File: src/rtl/stream_arb_pkg.sv
// Shared types and helpers for the stream round-robin arbiter.
// Build option: ARB_PKT_LOCK_EN enables packet-level grant locking.
package stream_arb_pkg;

  typedef enum logic {ARB_IDLE, ARB_LOCKED} arb_state_t;

  localparam int NCH_DEF = 4;

  // Channel-index width, never narrower than one bit.
  function automatic int id_w(input int nch);
    return (nch < 2) ? 1 : $clog2(nch);
  endfunction

endpackage

File: src/rtl/stream_rr_arbiter_rr_pick.sv
// Combinational round-robin pick: first requester after 'last', wrapping modulo NCH.
// Uses a double-width masked priority encoder.
module rr_pick
  import stream_arb_pkg::*;
#(
  parameter int NCH = NCH_DEF,
  parameter int IDW = id_w(NCH)
) (
  input  logic [NCH-1:0] req,
  input  logic [IDW-1:0] last,
  output logic           gnt_vld,
  output logic [IDW-1:0] gnt_id
);

  logic [NCH-1:0]   mask;
  logic [2*NCH-1:0] dbl;

  generate
    for (genvar gi = 0; gi < NCH; gi++) begin : g_mask
      assign mask[gi] = (gi > int'(last));
    end
  endgenerate

  // Lower half holds only requesters above 'last'; upper half supplies the wrap-around.
  assign dbl     = {req, req & mask};
  assign gnt_vld = |req;

  always_comb begin
    gnt_id = '0;
    for (int k = 2*NCH-1; k >= 0; k--) begin
      if (dbl[k]) gnt_id = IDW'(k % NCH);
    end
  end

endmodule

File: src/rtl/stream_rr_arbiter.sv
// Round-robin arbiter sharing one registered AXI-Stream output among NCH requesters.
// Build option: define ARB_PKT_LOCK_EN to hold the grant from first beat to tlast.
module stream_rr_arbiter
  import stream_arb_pkg::*;
#(
  parameter int n   = 5,
  parameter int nb  = n*8,
  parameter int NCH = NCH_DEF,
  parameter int IDW = id_w(NCH)
) (
  input  logic              aclk,
  input  logic              aresetn,
  input  logic [NCH*nb-1:0] s_tdata,
  input  logic [NCH-1:0]    s_tvalid,
  input  logic [NCH-1:0]    s_tlast,
  output logic [NCH-1:0]    s_tready,
  output logic [nb-1:0]     m_tdata,
  output logic              m_tlast,
  output logic [IDW-1:0]    m_tid,
  output logic              m_tvalid,
  input  logic              m_tready
);

  logic           out_en;
  logic           pick_vld;
  logic [IDW-1:0] pick_id;
  logic [IDW-1:0] last_ptr;
  logic [IDW-1:0] gnt;
  logic           sel_vld;
  logic           accept;
  logic           sel_last;
  logic [nb-1:0]  sel_data;

  rr_pick #(.NCH(NCH), .IDW(IDW)) u_pick (
    .req     (s_tvalid),
    .last    (last_ptr),
    .gnt_vld (pick_vld),
    .gnt_id  (pick_id)
  );

`ifdef ARB_PKT_LOCK_EN
  arb_state_t     state;
  logic [IDW-1:0] lock_id;

  // While locked the owner keeps the grant even when it has nothing to send.
  assign gnt     = (state == ARB_LOCKED) ? lock_id : pick_id;
  assign sel_vld = (state == ARB_LOCKED) | pick_vld;

  always_ff @(posedge aclk or negedge aresetn) begin
    if (!aresetn) begin
      state    <= ARB_IDLE;
      lock_id  <= '0;
      last_ptr <= IDW'(NCH-1);
    end else if (accept) begin
      if (sel_last) begin
        state    <= ARB_IDLE;
        last_ptr <= gnt;
      end else if (state == ARB_IDLE) begin
        state   <= ARB_LOCKED;
        lock_id <= gnt;
      end
    end
  end
`else
  assign gnt     = pick_id;
  assign sel_vld = pick_vld;

  always_ff @(posedge aclk or negedge aresetn) begin
    if (!aresetn) begin
      last_ptr <= IDW'(NCH-1);
    end else if (accept) begin
      last_ptr <= gnt;
    end
  end
`endif

  assign out_en = ~m_tvalid | m_tready;

  generate
    for (genvar gi = 0; gi < NCH; gi++) begin : g_ready
      assign s_tready[gi] = aresetn & out_en & sel_vld & (gnt == IDW'(gi));
    end
  endgenerate

  assign accept = |(s_tvalid & s_tready);

  always_comb begin
    sel_data = '0;
    sel_last = 1'b0;
    for (int k = 0; k < NCH; k++) begin
      if (gnt == IDW'(k)) begin
        sel_data = s_tdata[k*nb +: nb];
        sel_last = s_tlast[k];
      end
    end
  end

  // A new beat overwrites the register even while the old one is being read.
  always_ff @(posedge aclk or negedge aresetn) begin
    if (!aresetn) begin
      m_tvalid <= 1'b0;
      m_tdata  <= '0;
      m_tlast  <= 1'b0;
      m_tid    <= '0;
    end else if (accept) begin
      m_tvalid <= 1'b1;
      m_tdata  <= sel_data;
      m_tlast  <= sel_last;
      m_tid    <= gnt;
    end else if (m_tready) begin
      m_tvalid <= 1'b0;
    end
  end

endmodule

File: config.mk
export PLATFORM = sky130hd
export DESIGN_NAME = stream_rr_arbiter
export DESIGN_NICKNAME = d
export VERILOG_FILES = /design/src/rtl/stream_arb_pkg.sv /design/src/rtl/stream_rr_arbiter_rr_pick.sv /design/src/rtl/stream_rr_arbiter.sv
export SDC_FILE = /design/constraint.sdc
export NUM_CORES = 1
export LEC_CHECK = 0
export ABC_AREA = 1
export CAP_MARGIN = 20
export CELL_PAD_IN_SITES_DETAIL_PLACEMENT = 0
export CELL_PAD_IN_SITES_GLOBAL_PLACEMENT = 1
export CORE_MARGIN = 4
export CORE_UTILIZATION = 23
export DETAILED_ROUTE_END_ITERATION = 16
export PLACE_DENSITY_LB_ADDON = 0.1
export SKIP_LAST_GASP = 1
export SYNTH_ARGS = -nofsm -noshare
export SYNTH_HDL_FRONTEND = slang
export SYNTH_SLANG_ARGS = --single-unit
File: constraint.sdc
create_clock -name aclk -period 1.8 [get_ports aclk]
set_input_delay 0.45 -clock aclk [delete_from_list [all_inputs] [get_ports aclk]]
set_output_delay 0.45 -clock aclk [all_outputs]
set_load 0.005 [all_outputs]
======== Yosys cells after proc, flatten, opt, wreduce, memory -nomap -nowiden ========
Index checks and enable logic that the tools add are counted.
operators by class
  mux-type cells .......................... 18
  equal/unequal tests ..................... 3
  bitwise operators ....................... 10
  $lt $le $gt $ge ......................... 3
  reductions and logical operators ........ 4
operators with widths
  cell                  count
  $mux W40              4
  $mux W2               8
  $and A4 B4 Y4         2
  $reduce_or A4 Y1      2
  $and A1 B1 Y1         6
  $mux W1               6
  $eq A2 B2 Y1 const B  2
  $gt A2 B2 Y1 const A  2
  $eq A2 B1 Y1 const B  1
  $gt A1 B2 Y1 const A  1
  $logic_not A2 Y1      1
  $reduce_bool A2 Y1    1
  $not A1 Y1            1
  $or A1 B1 Y1          1
word-level totals
  output and inout port bits .............. 48
  register bits after elaboration ......... 46
  input bits .............................. 171

======== Depth between registers and ports, before layout ========
  word-level depth ........................ 13
  mapped depth ............................ 13

======== Hierarchy ========
From an unflattened synthesis, not the netlist that was laid out.
unflattened totals
  cell total of the unflattened synthesis .. 467
  area total of the unflattened synthesis .. 2909.0 sq um
by module, submodules not included
  module             cells each  area an instance (sq um)  sequential area each (sq um)  times used
  stream_rr_arbiter  446         2819.0                    1153.6                        1
  rr_pick            21          90.1                      0.0                           1

======== Worst setup path after synthesis ========
Ideal clock, no wire load.
  path kind ............................... register to output
  from .................................... reg last_ptr[1]
  to ...................................... out s_tready[0]
  buffers on the path ..................... 2
  arrival time ............................ 1365 ps
  stages on the path, launching flop included .. 9
  path slack .............................. -15 ps
  cells stage by stage .................... dfstp_2 inv_1 nand2_1 nand3_1 nand2_2 inv_2 buf_6 buf_2 nor3_1
between the ends
  cells in the longest elaborated chain, start to end .. 8
RTL lines
  item                     line                             source
  start, declared          stream_rr_arbiter.sv:27          logic [IDW-1:0] last_ptr;
  start signal, assigned   stream_rr_arbiter.sv:70          last_ptr <= IDW'(NCH-1);
  start signal, assigned   stream_rr_arbiter.sv:72          last_ptr <= gnt;
  $gt A2 B2 Y1             stream_rr_arbiter_rr_pick.sv:20  assign mask[gi] = (gi > int'(last));
  $and A4 B4 Y4 *          stream_rr_arbiter_rr_pick.sv:25  assign dbl = {req, req & mask};
  $mux W2 (2 in series)    stream_rr_arbiter_rr_pick.sv:31  if (dbl[k]) gnt_id = IDW'(k % NCH);
  $mux W2 * (2 in series)  stream_rr_arbiter_rr_pick.sv:31
  $logic_not A2 Y1 *       stream_rr_arbiter.sv:81          assign s_tready[gi] = aresetn & out_en & sel_vld & (gnt == IDW'(gi));
  $and A1 B1 Y1 *          stream_rr_arbiter.sv:81
  end, declared            stream_rr_arbiter.sv:16          output logic [NCH-1:0] s_tready,
Mark *: on every way between the ends. The rest lies on a longest branch, timed or not.

======== Worst setup path in the final report ========
Same ends and word-level chain as after synthesis.

==> impl_summary.md <==
Floorplanning
After floorplanning, the core was divided into 43 placement rows. The vertical die dimension is 128.4 um. The area of the core is 0.01404 mm^2.

The initial core utilization is 23.73%. The die covers 0.01648 mm^2. The I/O pin count is 219. From left edge to right edge, the die measures 128.4 um.

GRT
The via count of the first global-routing pass is 4474. The initial antenna violation count is 0. The largest net degree at the start of global routing is 47.

The busiest layer in global routing is met2. The total overflow left after global routing is 0. For met3 alone, demand over resource in global routing was 5.023%. For this run, the total global-route usage over all layers was measured as 17.77%. The met2 track demand over resource is 31.47%.

The first-pass GRT wire length is 23.20 mm. In the global route stage, met1 resource usage came out at 20.42%.

Detailed routing
After detailed routing, the total wire length is 16.69 mm. The first detailed-routing pass took 4 iterations. After detailed routing, the number of remaining DRC violations is 0. The initial detailed-routing violation count is 177. After detailed routing, the average wire length per cell comes to 18.08 um.

For this block, the via count after detailed routing is 4526. The remaining antenna violation count after routing is 0. After detailed routing, the number of vias per cell comes to 4.904.

Worst setup path
The type of element launching the critical path is a flop. The critical path is of the flop to output pin type. The launching element of the worst setup path is last_ptr[1]. The maximum fanout encountered on the critical timing path is 3. The worst setup path is captured at an output pin.

For the worst setup path, the data required time is 1350 ps. The startpoint of the most critical register-to-register path is last_ptr[1]. At the worst endpoint, the arrival time is 1650 ps.

Synthesis
The number of flops mapped to enable cells by yosys is 0. A synthesized cell averages 6.395 um^2. The most instantiated library cell after synthesis is nand3_1.

After synthesis, the largest area contributor takes up 33.05% of total cell area. By count the netlist is led by nand3_1, nor2_1, nand2_1. After synthesis, the netlist uses 19 different library cells. The biggest area consumer among synthesized cells is dfrtp_1.

The instance count of the mapped netlist is 521. The main flop type after synthesis is dfrtp_1. The netlist area before placement is 0.003332 mm^2. Sorting the synthesized cells by area gives the leading types as dfrtp_1, nand3_1, nor2_1. The fraction of synthesis flops using an asynchronous set or reset pin is 100.0%. Counting flops and latches in the post-synthesis netlist gives 46. The count of synthesis-stage warnings from yosys is 0. Sequential elements use 34.62% of the synthesized area. The post-synth net total is 692.

Status
The checks that failed: setup timing. The flow ran to the end, but the final reports show violations.

CTS
The tree is rooted in a clkbuf_16. The H-tree generated during clock tree synthesis spans 2 levels. The clock transition at the register clock pins on the worst setup and hold paths after CTS is 70 ps. The TritonCTS clock tree is yes. The clock passes through at most 2 buffers. For the worst-skew pair, the clock arrives at the later sink with an insertion delay of 300 ps. Buffers inserted to repair hold after CTS numbered 0. The clock drives 46 sinks. The number of buffers added by the clock tree synthesis step is 5.

Timing
Headroom to the max-slew limit came out at 58.27%. The slew at the pin closest to its max-slew limit is 625.9 ps. The final cycle utilization of the critical path is 116.9%. The number of pins with negative max-slew slack in the final report is 0. The clock arrives with 4.538 ps of skew. The post-layout minimum cycle time is 2104 ps.

The top achievable clock speed is 475.3 MHz. The setup TNS is -1136 ps. Across all setup checks in the final design, the least slack found is -304.0 ps. Setup repair after global routing could not meet its margin everywhere. The hold violation total from the final report is 0. The final setup violation count is 15.

Place
Summing all placed instances gives a cell area of 0.005660 mm^2. The weighted congestion at the end of routability-driven global placement is 0.8577. The half-perimeter wire length of the detailed placement result is 10.33 mm.

In this run the tool buffered the top-level ports with 218 buffer cells.

Power and ir drop
The worst-case IR drop observed on VDD is 0.0004619 V. The total power divided by cell area is 919.1 mW/mm^2. The cell leakage power is 0.002766 uW.

Finish
Summing all non-filler instances in the final layout gives an area of 0.006467 mm^2. The number of antenna diodes in the final layout is 0. Of the cells placed in the final design, the portion with a size suffix greater than 1 is 12.79%. Counting the fill cells in the layout gives 1433. The total number of nets in the final design is 913. The area added between synthesis and finish is 94.10%.

Run
Across the run, the number of max-cap violations was 0.

Worst hold path
The path category of the worst min-delay check is input pin to async pin.
-- power breakdown --
group / switching [uW] / internal, uW / leakage, uW
registers: 166 / 1340 / 0.000523
logic: 1600 / 1790 / 0.00216
clock network: 413 / 630 / 0.0000832
-- cells in the final DEF, fill, tap and decap left out, drive strengths merged, types with 2 or more instances in the layout --
cell	Yosys	layout
nor2	114	114
nand3	166	166
clkdlybuf4s15	0	2
buf	33	40
nand2	79	79
nand4	37	37
dfstp	2	2
inv	20	20
nor3	3	3
clkbuf	15	18
o21ai	2	2
nand3b	4	4
clkdlybuf4s50	0	209
dfrtp	44	44
-- cell type report --
cell class	count	area, um^2	share of cell area (%)
multi-input combinational	407	1993	30.82
clock buffer	8	166.4	2.573
inverter	20	85.08	1.316
timing repair buffer	262	2844	43.97
sequential	46	1154	17.84
tap	180	225.2	3.482
-- what timing repair did --
item / 4_1_cts / 5_1_grt
pin swaps: 5 / 16
setup buffers: 6 / 5
setup endpoints to repair: 49 / 47
gates resized for setup: 36 / 58
cloned: 2 / 13
-- worst max-delay path, cell delays in order, from the launching register on --
cell and delay [ps]:
dfstp_2 570, nand2_2 60, nand2_2 80, nand2_2 70, nand2_4 90, nand2_4 60
buf_6 110, nor3_2 190, buf_2 140
-- worst paths after layout --
kind	endpoint	slack [ps]	cells after the start
setup / recovery	s_tready[0]	-300	8
hold / removal	m_tdata[18]	320	2
setup reg to reg	m_tdata[12]	-20	12
hold reg to reg	m_tid[1]	480	2
max in group asynchronous	m_tdata[38]	1050	2
min in group aclk	m_tid[1]	480	2
-- flip-flops by register name (all words and copies together), names as in the netlist --
signal	flops
m_tdata	40
m_tlast	1
m_tvalid	1
last_ptr	2
m_tid	2
-- logic make-up after synthesis --
logic type	share of synthesized area, %
AO/OA/AOI/OAI	0.6759
buffers and inverters	9.575
flip-flops	34.62
AND/OR/NAND/NOR	55.13
-- per-stage QoR --
step / total power, uW / utilization [%] / setup WS [ps] / instances / hold slack (ps)
3_5_place_dp: 4229 / 40.31 / -735.0 / 889 / 465.7
2_1_floorplan: 2831 / - / 11.11 / 521 / 154.4
6_report: 5945 / 46.06 / -304.0 / 923 / 321.9
5_1_grt: 6373 / 46.06 / -366.7 / 923 / 373.7
3_3_place_gp: 4202 / 40.31 / -663.4 / 889 / 466.3
4_1_cts: 5492 / 42.53 / -260.9 / 905 / 343.5
-- routing by layer --
metal | up-vias | wire [um]
li1 | 2212 | -
met1 | 2122 | 6786
met2 | 165 | 8247
met3 | 27 | 1219
met4 | 0 | 433
met5 | - | 0
Power figures use the tool's default switching activity.
